[config.mk]
export PLATFORM = sky130hd
export DESIGN_NAME = imm_ext_fifo
export DESIGN_NICKNAME = d
export VERILOG_FILES = /design/src/rtl/imm_ext_fifo.sv
export SDC_FILE = /design/constraint.sdc
export NUM_CORES = 1
export LEC_CHECK = 0
export ABC_AREA = 1
export BUFFER_PORTS_ARGS = -buffer_cell sky130_fd_sc_hd__clkbuf_2
export CAP_MARGIN = 20
export CORE_ASPECT_RATIO = 2
export CORE_MARGIN = 2
export CORE_UTILIZATION = 65
export CTS_CLUSTER_DIAMETER = 50
export DETAILED_ROUTE_END_ITERATION = 10
export PLACE_DENSITY = 0.83
export SLEW_MARGIN = 25
export SYNTH_ARGS = -nofsm -noshare
export SYNTH_HDL_FRONTEND = slang
export SYNTH_SLANG_ARGS = --single-unit
export TNS_END_PERCENT = 20
[constraint.sdc]
create_clock -name clk -period 5.9 [get_ports clk]
set_clock_uncertainty 0.05 [all_clocks]
set_input_delay 0.59 -clock clk [delete_from_list [all_inputs] [get_ports clk]]
set_output_delay 0.59 -clock clk [all_outputs]
set_load 0.005 [all_outputs]
[src/rtl/imm_ext_fifo.sv]
// Immediate-extension unit (zero/sign/upper/branch-offset) with a small result FIFO.
// Optional IMM_EXT_STATS_EN macro adds stat_pops and stat_full_stall outputs.
module imm_ext_fifo #(
   parameter int IN_W  = 16,
   parameter int OUT_W = 32,
   parameter int DEPTH = 4
) (
   input  logic                       clk,
   input  logic                       rst_n,
   input  logic                       in_valid,
   output logic                       in_ready,
   input  logic [IN_W-1:0]            in_imm,
   input  logic [1:0]                 in_mode,
   output logic                       out_valid,
   input  logic                       out_ready,
   output logic [OUT_W-1:0]           out_data,
`ifdef IMM_EXT_STATS_EN
   output logic [31:0]                stat_pops,
   output logic                       stat_full_stall,
`endif
   output logic [$clog2(DEPTH):0]     out_count
);

   localparam int PW = $clog2(DEPTH);
   localparam int CW = PW + 1;
   localparam logic [CW-1:0] FULL = CW'(DEPTH);

   logic [OUT_W-1:0] mem [DEPTH];
   logic [PW-1:0]    wr_ptr;
   logic [PW-1:0]    rd_ptr;
   logic [CW-1:0]    count;
   logic [OUT_W-1:0] ext;
   logic [OUT_W-1:0] sext;
   logic             push;
   logic             pop;

   assign sext = {{(OUT_W-IN_W){in_imm[IN_W-1]}}, in_imm};

   always_comb begin
      ext = '0;
      case (in_mode)
         2'b00:   ext = {{(OUT_W-IN_W){1'b0}}, in_imm};
         2'b01:   ext = sext;
         2'b10:   ext = {in_imm, {(OUT_W-IN_W){1'b0}}};
         default: ext = {sext[OUT_W-3:0], 2'b00};
      endcase
   end

   // Readiness depends only on occupancy, so a full FIFO refuses a push even during a pop.
   assign in_ready  = (count != FULL);
   assign out_valid = (count != '0);
   assign out_data  = out_valid ? mem[rd_ptr] : '0;
   assign out_count = count;
   assign push      = in_valid && in_ready;
   assign pop       = out_valid && out_ready;

   always_ff @(posedge clk or negedge rst_n) begin
      if (!rst_n) begin
         wr_ptr <= '0;
         rd_ptr <= '0;
         count  <= '0;
         for (int i = 0; i < DEPTH; i++) mem[i] <= '0;
      end else begin
         if (push) begin
            mem[wr_ptr] <= ext;
            wr_ptr      <= wr_ptr + 1'b1;
         end
         if (pop) rd_ptr <= rd_ptr + 1'b1;
         if (push && !pop)      count <= count + 1'b1;
         else if (pop && !push) count <= count - 1'b1;
      end
   end

`ifdef IMM_EXT_STATS_EN
   always_ff @(posedge clk or negedge rst_n) begin
      if (!rst_n) begin
         stat_pops       <= '0;
         stat_full_stall <= 1'b0;
      end else begin
         if (pop && (stat_pops != 32'hFFFF_FFFF)) stat_pops <= stat_pops + 32'd1;
         stat_full_stall <= in_valid && !in_ready;
      end
   end
`endif

endmodule
After elaboration in Yosys (flattened, before gate mapping) --
Index checks and enable logic that the tools add are counted.
Storage, ports and cells: memory bits (read-only) 0, flip-flop bits (word level) 135, input bits 22, logic and storage cells 39, memories 0, bits in latches 0, bits in writable memories 0
Cells by class: $mul 0, shift operators 0, reductions and logical operators 10, equal/unequal tests 3, $lt $le $gt $ge 3, bitwise logic cells 2, mux-type cells 10, add/sub/neg operators 4, divide/modulo/power cells 0
Operators by type and width (number):
- $bwmux 128 | 1
- $mux 32 | 4
- $pmux 32 s3 | 1
- $bmux 32 s2 | 1
- $demux 32 s2 | 1
- $ge 3x3->1 const B | 2
- $mux 3 | 2
- $not 2->3 | 2
- $logic_and 1x1->1 | 5
- $add 2x1->2 const B | 2
- $add 3x1->3 const B | 1
- $lt 3x1->1 const B | 1
- $ne 3x3->1 const B | 1
- $reduce_bool 3->1 | 1
- $sub 3x1->3 const B | 1
- $eq 2x1->1 const B | 1
- $eq 2x2->1 const B | 1
- $logic_not 1->1 | 2
- $logic_not 2->1 | 1
- $reduce_bool 2->1 | 1

Longest topological paths before layout --
depth after elaboration 6, mapped depth 11, depth with buffers taken out 11

Worst setup path after synthesis --
Ideal clock, no wire load.
path kind register to register, start register count[0] (netlist: out_count[0]), end register count[1] (netlist: out_count[1]), stages on the path, launching flop included 10, setup time 0.117 ns, buffers on the path 0, data arrival time 1.763 ns, setup slack 3.971 ns, cell sequence dfrtp_1 -> nor2_1 -> nand2_2 -> nand2_4 -> inv_1 -> ha_1 -> inv_1 -> fa_1 -> nand2_1 -> nand2_1
On the way: word-level cells in the longest chain between the ends 5, elaborated cells between the ends (all ways) 13
Ends and longest elaborated chain:
- start: declaration | line 31 | logic [CW-1:0] count;
- start signal: assignment | line 69 | if (push && !pop) count <= count + 1'b1;
- start signal: assignment | line 70 | else if (pop && !push) count <= count - 1'b1;
- $ne 3x3->1 (*) | line 50 | assign in_ready = (count != FULL);
- via in_ready | line 11 | output logic in_ready,
- $logic_and 1x1->1 (*) | line 54 | assign push = in_valid && in_ready;
- via push | line 34 | logic push;
- $logic_not 1->1 | line 70
- $logic_and 1x1->1 | line 70
- $reduce_bool 2->1 (no source line)
The timed path passes the listed nets; every way through them passes the cells marked *. The select of a mux whose other input is x is not followed. A chain may end at the register's enable or synchronous reset.

Worst setup path in the final report --
start register rd_ptr[0], end output out_data[19]
On the way: word-level cells in the longest chain between the ends 5
Ends and longest elaborated chain:
- start: declaration | line 30 | logic [PW-1:0] rd_ptr;
- start signal: assignment | line 68 | if (pop) rd_ptr <= rd_ptr + 1'b1;
- $not 2->3 (implied by the code) | line 52 | assign out_data = out_valid ? mem[rd_ptr] : '0;
- $bmux 32 s2 | line 52
- $mux 32 (implied by the code) (2 in series) | line 52
- $mux 32 | line 52
- end: declaration | line 16 | output logic [OUT_W-1:0] out_data,
Every way passes these cells. The select of a mux whose other input is x is not followed.

==> summary.md <==
| Metric | Value |
|---|---|
| DR vias/cell | `5.39` |
| Design Power | `0.00468 W` |
| Initial antenna violation count | `0` |
| Final setup TNS | `0 ps` |
| Cell taking the most area after synthesis | `dfrtp_1` |
| Mapped Nets | `1030` |
| Final Setup Violations | `0` |
| CTS tree | `built` |
| Post-DP HPWL | `10500 um` |
| DR iter-0 viols | `548` |
| FP Rows | `53` |
| Die ar. | `11700 um^2` |
| Hold Slack | `257 ps` |
| ANT cells | `0` |
| Post-synth top cells | `415 x nand2_1, 135 x dfrtp_1, 129 x nor2_1` |
| Least-Margin Pin Slew | `1050 ps` |
| Post-CTS Setup Inserts | `0` |
| Wirelength per Cell | `14.9 um` |
| Root buffer selected by CTS | `clkbuf_16` |
| Period minus WS final | `3280 ps` |
| Mux share of post-synthesis cell area | `0%` |
| Die Y | `151 um` |
| Tot GR Track Use | `31.8%` |
| Most area-consuming cells after synthesis | `dfrtp_1 48%, nand2_1 22%, nor2_1 6.9%` |
| Final Cycle Share | `55.5%` |
| Area Growth Syn to Fin | `11.4%` |
| Yosys reg bits | `135` |
| Largest net degree at the start of global routing | `87` |
| Routability cong. | `0.855` |
| Number of H-tree levels | `4` |
| DR DRC count | `0` |
| Worst VDD drop | `0.440 mV` |
| Max cap viols | `0` |
| Final WL | `17500 um` |
| PD cells | `597 nW/um^2` |
| Critical Path Fanout Max | `86` |
| Synth Area in XOR/XNOR | `0.622%` |
| Pins over their slew limit | `0` |
| FF-to-FF path depth | `4` |
| PostCTS Resize Cnt | `0` |
| Via count | `6319` |
| Final nets | `1054` |
| Startpoint Class | `flop` |
| Reg2reg end | `mem[7]` |
| Fill count | `838` |
| Core Area | `10500 um^2` |
| Most frequent cell after synthesis | `nand2_1` |
| Pleak | `4.25 nW` |
| Die Wd | `77.6 um` |
| Syn Inst Count | `1002` |
| IO Count | `59` |
| Vias in the first global route | `6075` |
| CTS Buf Count | `17` |
| FF-to-FF Start | `out_count[0]` |
| Crit Path Category | `flop to primary output` |
| Reg2reg setup slack | `3610 ps` |
| Fmax | `305 MHz` |
| Gr ovfl total | `0` |
| Post-synth top area share | `48.0%` |
| Layout cells sized above 1 | `9.75%` |
| Fin. Hold Viols | `0` |
| CP Capture Type | `primary output` |
| Hold buffers post-CTS | `0` |
| Critical Path RT | `5260 ps` |
| Area of the multi-input gates | `3050 um^2` |
| Mapped Area | `7040 um^2` |
| RSZ-0062 raised after global routing | `no` |
| Register area share after synthesis | `48.0%` |
| Largest family of logic cells by synthesized area | `simple AND/OR/NAND/NOR gates` |
| Clk buf depth | `2` |
| Worst hold path type | `primary input to async pin` |
| First-pass GRT wire length | `28900 um` |
| Synth Area in Adders | `1.17%` |
| Clock sinks | `135` |
| Main synth FF type | `dfrtp_1` |
| Simple-gate portion of the synthesized area | `33.9%` |
| Clock latency on the worst-skew pair | `410 ps` |
| Area occupied by registers | `3380 um^2` |
| Worst Path Arrival | `2640 ps` |
| Syn Area/Cell | `7.02 um^2` |
| Port Buf Inserts | `58` |
| Yosys cell types | `20` |
| Number of flops mapped to enable cells by yosys | `0` |
| Status | `finished, final reports clean` |
| CTS clk-pin slew, worst paths | `60 ps` |
| Post-DRT Antenna Nets | `0` |
| Share of flip-flops with an asynchronous set or reset | `100%` |
| Max_slew headroom | `29.7%` |
| Synthesis Warnings | `0` |
| Starting Density | `66.7%` |
| Compound-Gate Fraction of Synth Area | `7.33%` |
| Drt pass-1 iters | `5` |
cell usage in the layout (no fill, tap or decap), types with 2 or more instances in the layout:
master	Yosys	routed
a21oi_1	32	32
buf_4	8	6
clkbuf_1	22	3
clkbuf_16	0	17
clkbuf_2	0	57
clkbuf_8	0	6
clkinv_2	0	2
dfrtp_1	135	134
ha_1	5	5
inv_1	92	92
nand2_1	415	415
nand3_1	48	48
nand3_4	0	3
nor2_1	129	129
nor2_4	4	4
o21ai_0	70	70
xnor2_1	3	3
xor2_1	2	2
routing by layer:
metal	up-vias	share of wire (%)	wire length (um)	global-route usage, %
met5	-	0	0	0
met4	0	3.2	564	15.2
met3	56	5.8	1010	4.59
met2	246	53	9180	55.9
met1	2935	38	6700	38.4
li1	3082	-	-	-
per-stage QoR:
step / utilization, % / instance area, um^2 / setup slack, ps / cells
global placement: 68.9 / 7260 / 3140 / 1144
detailed placement: 68.9 / 7260 / 3140 / 1144
CTS: 74.2 / 7820 / 2690 / 1173
floorplan: - / 7040 / 3970 / 1002
finish: 74.4 / 7840 / 2620 / 1173
global route: 74.4 / 7840 / 2440 / 1173
sequential cells by signal, summed over array words and instances, names as in the netlist:
name       flops
mem          128
out_count      3
rd_ptr         2
wr_ptr         2
power by group:
part           internal, W  total, W  switching (W)
clock             0.000639   0.00101       0.000373
combinational     0.000749   0.00200        0.00125
sequential         0.00138   0.00167       0.000290
worst max-delay path, stage by stage (launching register included):
cell and delay, ps:
dfrtp_4 720, buf_4 770, nor2_1 140, nor2_1 120
nand2_1 60, a21oi_1 200, clkbuf_2 150
kinds of logic after synthesis:
kind of cell / after synthesis
buffers and inverters: 151
adders and majority gates: 6
DFF: 135
AOI/OAI and AO/OA: 103
xor gates and xnor gates: 5
and+or+nand+nor: 602
area by class of cell:
| class | instances | area share [%] |
|---|---|---|
| Clock buffer | 26 | 6.62 |
| Multi-Input combinational cell | 716 | 38.9 |
| Sequential cell | 135 | 43.1 |
| Inverter | 93 | 4.45 |
| Timing Repair Buffer | 63 | 4.21 |
| Tap cell | 137 | 2.19 |
| Clock inverter | 3 | 0.511 |
worst max-delay path by stage:
stage	start	end	slack [ps]	depth (start not counted)
floorplan	out_count[0]	out_count[1]	3970	9
global placement	rd_ptr[0]	out_data[16]	3140	6
detailed placement	rd_ptr[0]	out_data[16]	3140	6
CTS	rd_ptr[0]	out_data[19]	2690	6
global route	rd_ptr[0]	out_data[19]	2440	6
finish	rd_ptr[0]	out_data[19]	2620	6
Note: power is estimated with default switching activity, not from simulation.
